<file path="src/rtl/rom_load_pkg.sv">
`default_nettype none
// ============================================================================
//  Module      : rom_load_pkg
//  Description : Shared types and constants for the ROM download controller
//                and its region decoder.
//  Revision    : 1.0 - initial release
// ============================================================================
package rom_load_pkg;

    // Controller states
    typedef enum logic [2:0] {
        ST_IDLE   = 3'd0,
        ST_LOAD   = 3'd1,
        ST_SETTLE = 3'd2,
        ST_RUN    = 3'd3,
        ST_FAIL   = 3'd4
    } state_t;

    // Region indices into the one-hot write-enable vector
    localparam int REG_CPU  = 0;
    localparam int REG_SND  = 1;
    localparam int REG_TILE = 2;
    localparam int REG_SPR  = 3;

    localparam int NUM_REGIONS = 4;

    // Default exclusive region ends (Burger Time image layout)
    localparam logic [16:0] DEF_R0_END = 17'h0A000;
    localparam logic [16:0] DEF_R1_END = 17'h0B000;
    localparam logic [16:0] DEF_R2_END = 17'h11000;
    localparam logic [16:0] DEF_R3_END = 17'h17000;

    localparam logic [17:0] BYTE_COUNT_MAX = 18'h3FFFF;

    // Increment that sticks at the top of the counter range
    function automatic logic [17:0] sat_inc(input logic [17:0] value);
        return (value == BYTE_COUNT_MAX) ? value : value + 18'd1;
    endfunction

endpackage : rom_load_pkg
`default_nettype wire

</file>
<file path="src/rtl/rom_region_decode.sv">
`default_nettype none
// ============================================================================
//  Module      : rom_region_decode
//  Description : Combinational map from a download byte address to a ROM
//                region (one-hot) and a region-relative offset.
//  Revision    : 1.0 - initial release
// ============================================================================
module rom_region_decode
    import rom_load_pkg::*;
#(
    parameter logic [16:0] R0_END = DEF_R0_END,
    parameter logic [16:0] R1_END = DEF_R1_END,
    parameter logic [16:0] R2_END = DEF_R2_END,
    parameter logic [16:0] R3_END = DEF_R3_END
) (
    input  logic [24:0]            addr,
    output logic                   valid,
    output logic [NUM_REGIONS-1:0] sel,
    output logic [16:0]            offset
);

    logic [16:0] low_addr;
    logic        upper_zero;

    assign low_addr   = addr[16:0];
    assign upper_zero = (addr[24:17] == 8'd0);

    // First region whose end lies above the address wins; anything past the
    // last region or with upper address bits set is not a ROM byte.
    always_comb begin
        valid  = 1'b0;
        sel    = '0;
        offset = '0;
        if (upper_zero) begin
            if (low_addr < R0_END) begin
                valid        = 1'b1;
                sel[REG_CPU] = 1'b1;
                offset       = low_addr;
            end else if (low_addr < R1_END) begin
                valid        = 1'b1;
                sel[REG_SND] = 1'b1;
                offset       = low_addr - R0_END;
            end else if (low_addr < R2_END) begin
                valid         = 1'b1;
                sel[REG_TILE] = 1'b1;
                offset        = low_addr - R1_END;
            end else if (low_addr < R3_END) begin
                valid        = 1'b1;
                sel[REG_SPR] = 1'b1;
                offset       = low_addr - R2_END;
            end
        end
    end

endmodule : rom_region_decode
`default_nettype wire

</file>
<file path="src/rtl/rom_load_ctrl.sv">
`default_nettype none
// ============================================================================
//  Module      : rom_load_ctrl
//  Description : Sequences the HPS ROM download into the arcade core: region
//                write strobes, image length validation, and core reset
//                hold/stretch until a valid image has settled.
//  Revision    : 1.0 - initial release
// ============================================================================
module rom_load_ctrl
    import rom_load_pkg::*;
#(
    parameter logic [16:0] R0_END        = DEF_R0_END,
    parameter logic [16:0] R1_END        = DEF_R1_END,
    parameter logic [16:0] R2_END        = DEF_R2_END,
    parameter logic [16:0] R3_END        = DEF_R3_END,
    parameter int          SETTLE_CYCLES = 16
) (
    input  logic        clk_sys,
    input  logic        reset,
    input  logic        ioctl_download,
    input  logic        ioctl_wr,
    input  logic [24:0] ioctl_addr,
    input  logic [7:0]  ioctl_dout,
    input  logic        reset_req,
    output logic [3:0]  rom_we,
    output logic [16:0] rom_addr,
    output logic [7:0]  rom_data,
    output logic        core_reset,
    output logic        load_done,
    output logic        load_error,
    output logic [17:0] byte_count
);

    localparam logic [7:0]  SETTLE_RELOAD = 8'(SETTLE_CYCLES - 1);
    localparam logic [17:0] IMAGE_LEN     = {1'b0, R3_END};

    state_t      state, state_n;
    logic        dl_q;
    logic        ovf, ovf_n;
    logic [7:0]  settle_cnt, settle_cnt_n;

    logic [3:0]  rom_we_n;
    logic [16:0] rom_addr_n;
    logic [7:0]  rom_data_n;
    logic [17:0] byte_count_n;
    logic        load_done_n;
    logic        load_error_n;
    logic        core_reset_n;

    logic        dl_rise, dl_fall;
    logic        wr_accept;
    logic        dec_valid;
    logic [3:0]  dec_sel;
    logic [16:0] dec_offset;

    assign dl_rise = ioctl_download & ~dl_q;
    assign dl_fall = ~ioctl_download & dl_q;

    rom_region_decode #(
        .R0_END (R0_END),
        .R1_END (R1_END),
        .R2_END (R2_END),
        .R3_END (R3_END)
    ) u_decode (
        .addr   (ioctl_addr),
        .valid  (dec_valid),
        .sel    (dec_sel),
        .offset (dec_offset)
    );

    // Next-state, byte acceptance and registered-output next values
    always_comb begin
        state_n      = state;
        settle_cnt_n = settle_cnt;
        ovf_n        = ovf;
        byte_count_n = byte_count;
        rom_we_n     = '0;
        rom_addr_n   = rom_addr;
        rom_data_n   = rom_data;
        load_done_n  = load_done;

        // A strobe landing on the falling edge of download still belongs to
        // the image, so it is accepted before the length compare below.
        wr_accept = (state == ST_LOAD) && ioctl_wr && (ioctl_download || dl_fall);

        if (wr_accept) begin
            if (dec_valid) begin
                rom_we_n     = dec_sel;
                rom_addr_n   = dec_offset;
                rom_data_n   = ioctl_dout;
                byte_count_n = sat_inc(byte_count);
            end else begin
                ovf_n = 1'b1;
            end
        end

        if (dl_rise && (state != ST_LOAD)) begin
            state_n      = ST_LOAD;
            byte_count_n = '0;
            ovf_n        = 1'b0;
            load_done_n  = 1'b0;
        end else begin
            case (state)
                ST_LOAD: begin
                    if (dl_fall) begin
                        if ((byte_count_n == IMAGE_LEN) && !ovf_n) begin
                            state_n      = ST_SETTLE;
                            settle_cnt_n = SETTLE_RELOAD;
                        end else begin
                            state_n = ST_FAIL;
                        end
                    end
                end
                ST_SETTLE: begin
                    if (reset_req) begin
                        settle_cnt_n = SETTLE_RELOAD;
                    end else if (settle_cnt == 8'd0) begin
                        state_n = ST_RUN;
                    end else begin
                        settle_cnt_n = settle_cnt - 8'd1;
                    end
                end
                ST_RUN: begin
                    if (reset_req) begin
                        state_n      = ST_SETTLE;
                        settle_cnt_n = SETTLE_RELOAD;
                    end
                end
                default: begin
                    // IDLE and FAIL only leave on a new download
                end
            endcase
        end

        if (state_n == ST_RUN) begin
            load_done_n = 1'b1;
        end
        if (state_n == ST_FAIL) begin
            load_done_n = 1'b0;
        end
        load_error_n = (state_n == ST_FAIL);
        core_reset_n = (state_n != ST_RUN);
    end

    // State register
    always_ff @(posedge clk_sys) begin
        if (reset) begin
            state <= ST_IDLE;
        end else begin
            state <= state_n;
        end
    end

    // Datapath and output registers; reset drops any pending write strobe
    always_ff @(posedge clk_sys) begin
        if (reset) begin
            dl_q       <= 1'b0;
            ovf        <= 1'b0;
            settle_cnt <= '0;
            rom_we     <= '0;
            rom_addr   <= '0;
            rom_data   <= '0;
            core_reset <= 1'b1;
            load_done  <= 1'b0;
            load_error <= 1'b0;
            byte_count <= '0;
        end else begin
            dl_q       <= ioctl_download;
            ovf        <= ovf_n;
            settle_cnt <= settle_cnt_n;
            rom_we     <= rom_we_n;
            rom_addr   <= rom_addr_n;
            rom_data   <= rom_data_n;
            core_reset <= core_reset_n;
            load_done  <= load_done_n;
            load_error <= load_error_n;
            byte_count <= byte_count_n;
        end
    end

endmodule : rom_load_ctrl
`default_nettype wire
</file>
<file path="config.mk">
export PLATFORM = sky130hd
export DESIGN_NAME = rom_load_ctrl
export DESIGN_NICKNAME = d
export VERILOG_FILES = /design/src/rtl/rom_load_pkg.sv /design/src/rtl/rom_region_decode.sv /design/src/rtl/rom_load_ctrl.sv
export SDC_FILE = /design/constraint.sdc
export NUM_CORES = 1
export LEC_CHECK = 0
export BUFFER_PORTS_ARGS = -buffer_cell sky130_fd_sc_hd__clkbuf_2
export CORE_MARGIN = 3
export CORE_UTILIZATION = 57
export DETAILED_ROUTE_END_ITERATION = 10
export PLACE_DENSITY_LB_ADDON = 0.15
export SLEW_MARGIN = 30
export SYNTH_ARGS = -nofsm -noshare
export SYNTH_HDL_FRONTEND = slang
export SYNTH_SLANG_ARGS = --single-unit
</file>
<file path="constraint.sdc">
create_clock -name clk_sys -period 6.6 [get_ports clk_sys]
set_clock_uncertainty 0.1 [all_clocks]
set_input_delay 1.32 -clock clk_sys [delete_from_list [all_inputs] [get_ports clk_sys]]
set_output_delay 1.32 -clock clk_sys [all_outputs]
set_load 0.01 [all_outputs]
</file>
==> key figures <==
Global routing
  • Largest net degree at the start of global routing: 40
  • Grt ovf: 0
  • Vias in the first global route: 3108
  • M1 GR Usage: about a third
  • Most Crowded Layer GR: met2
  • Gr usage total: between 20% and 30%
  • GR Layer Usage met2: 38.8%
  • GR Util met3: 5.46%
  • First-pass GRT wire length: 14600 µm
  • Initial antenna violation count: 0

Drt
  • Routed wire length: roughly 8800 µm
  • Avg Vias per Cell: 5.85
  • Drt first-iter violations: 260
  • Drt wl/cell: about 15 µm
  • Pre-antenna DRT Iters: 5
  • Drt drc: 0
  • Post-route ant nets: 0
  • Vias: 3361

Placed design
  • Number of port buffers: a little under 90
  • Post-DP HPWL: between 6000 and 7000 µm
  • RePlAce Congestion: 0.928

STA
  • Min Hold Slack: 350 ps
  • Post-route clock period utilization: 60.4%
  • Min Clock Period, post-route: 3980 ps
  • Final-report max-slew violation count: 0
  • TNS Setup: 0 ps
  • Final hold violations: 0
  • Slew margin rel.: 42.3%
  • Final setup violation count: 0
  • Least-Margin Pin Slew: around 860 ps
  • RSZ-0062 raised after global routing: false
  • FMAX: about 0.25 GHz

Logic synthesis
  • Cells after Synth: 422
  • Ys flop type: dfxtp_1
  • Mapped Nets: 468
  • Synth top area cells: dfxtp_1 (37%), nand2_1 (8.0%), a21oi_1 (5.7%)
  • Async set-reset flop share out of synthesis: 0%
  • Post-synthesis cell area: 0.00341 mm²
  • Cell taking the most area after synthesis: dfxtp_1
  • Synth warnings: 0
  • Post-synth EDFFs: 0
  • Syn avg cell area: slightly above 8 µm²
  • Share of the synthesized area in the top cell type: 37.0%
  • Sequential area share after synthesis: approximately 37%
  • FF+latch count, synth: 63
  • Synth unique cells: 67

Final layout
  • Area growth, synth to finish: 18.9%
  • Most common cell after layout, fill and taps aside: clkbuf_2
  • Nets: 544
  • Most frequent cells in the layout: clkbuf_2 (87), nand2_1 (73), dfxtp_1 (63)
  • Number of diodes: 0
  • Share of cells above drive strength 1: roughly 25%
  • Filler cells: between 400 and 500

Floorplanning
  • Die W: between 80 and 90 µm
  • Io pins: slightly below 90
  • Rows: 27
  • Die ar.: just under 0.007 mm²
  • Placeable Area: 0.00564 mm²
  • Die height: 83.4 µm
  • Initial Util: 60.5%

Power
  • Leakage: 1.63 nW
  • P per Cell Area: 194 mW/mm²
  • Sequential Power Share: 48.8%
  • Internal power: 0.587 mW
  • Peak VDD IR: between 100 and 150 µV
  • P_sw: 0.200 mW
  • Sw frac: 25.4%
  • Gate power share: under 10%
  • Clk network pwr share: 44.4%

Hold path
  • Hold Path Class: flip-flop to flip-flop
  • Hold Path Stages: 2

Clock network
  • Post_cts resized: 0
  • Clk Latency, worst-skew pair: ~350 ps
  • CTS root buf: clkbuf_8
  • Sink Count: 63
  • Worst-path clk slew: 80 ps
  • Hold_buf cts: 0
  • Worst-case clock buffer depth: 2
  • CTS Buf Count: 9
  • CTS tree: done
  • Htree depth: 3
  • Setup Buffers After CTS: 0

Outcome
  • Status: complete, no violations

Worst setup path
  • Kind of critical path: primary input to flip-flop
  • CP arrival: 4120 ps
  • Reg2reg path depth: 9
  • CP Max Fanout: 11
  • WP data required: 6740 ps
  • Endpoint kind of the worst setup timing path: flip-flop
  • Worst Setup Start Kind: primary input

Job
  • Max Cap Violations: 0
==> critical path, stage by stage <==
cell,delay [ps]
clkbuf_2,80
nor4_1,480
o211a_1,300
o211ai_1,350
a2111oi_0,550
nor3_1,140
nor4_4,440
o21ai_2,140
mux2_4,320
==> layer usage <==
| metal | routed length (µm) | part of all wire, % |
|---|---|---|
| met2 | 3950 | 45 |
| met4 | 184 | 2.1 |
| met1 | 3930 | 45 |
| met5 | 0 | 0 |
| met3 | 709 | 8.1 |
==> worst paths after layout <==
kind / start / slack, ps / end
worst min-delay path: rom_addr[7] / 350 / rom_addr[7]
worst max-delay path: ioctl_addr[18] / 2620 / settle_cnt[1]
worst min register to register: rom_addr[7] / 350 / rom_addr[7]
worst max register to register: byte_count[0] / 3100 / settle_cnt[1]
==> layout make-up <==
class	count	area (µm²)	share of cell area [%]
well taps	72	90.1	2.22
clock buffers	10	138	3.39
clock inverters	6	70.1	1.73
multi-input cells	323	2010	49.5
inverters	13	48.8	1.20
flip-flops and latches	63	1260	31.1
repair buffers	88	443	10.9
==> power by group through the flow <==
| stage | sequential [mW] | combinational, mW | clock, mW |
|---|---|---|---|
| finish | 0.384 | 0.0532 | 0.349 |
| global placement | 0.392 | 0.0506 | 0 |
| detailed placement | 0.392 | 0.0514 | 0 |
| CTS | 0.384 | 0.0524 | 0.352 |
| global route | 0.384 | 0.0595 | 0.369 |
| floorplan | 0.392 | 0.0316 | 0 |
==> Yosys cell counts, types with 3 or more instances <==
cell type,instances
nand3_1,23
a211oi_1,3
nand2b_1,4
and4_1,6
nor2_1,35
o311ai_0,3
and3_1,5
o211ai_1,5
o21a_1,3
nor4_1,4
a21oi_1,39
clkbuf_1,15
buf_2,6
xor2_1,6
nand4_1,6
xnor2_1,8
inv_1,12
nor3b_1,3
ha_1,8
a2111oi_0,3
dfxtp_1,63
a221oi_1,3
nand2_1,73
a311oi_1,3
or3_1,5
nor3_1,6
o21ai_0,12
o211a_1,3
nor2b_1,6
a31oi_1,3
mux2i_1,3
==> registers in the layout (all words and copies together), names as in the netlist, 3 cells and up <==
signal	cells
rom_we	4
state	3
byte_count	18
rom_addr	17
rom_data	8
settle_cnt	8
==> stage by stage <==
step                      setup WS, ps  power (mW)  std cells  utilization [%]  area (µm²)
after CTS                         2680       0.788        575             71.9        4060
after global placement            2470       0.443        559             68.3        3850
after floorplan                   2820       0.424        422                -        3410
after global routing              2420       0.812        575             71.9        4060
after detailed placement          2320       0.444        559             68.3        3850
final                             2620       0.786        575             71.9        4060
==> cell families (layout without fill, tap and decap cells) <==
family,Yosys count,in the layout,share of synthesized area [%]
and+or+nand+nor,193,193,28.4
xor gates and xnor gates,14,14,3.59
DFF,63,63,37.0
adders and majority gates,8,8,2.93
buffers and inverters,36,117,4.22
AOI/OAI and AO/OA,101,101,21.5
muxes,7,7,2.42
(Power assumes the default switching activity.)
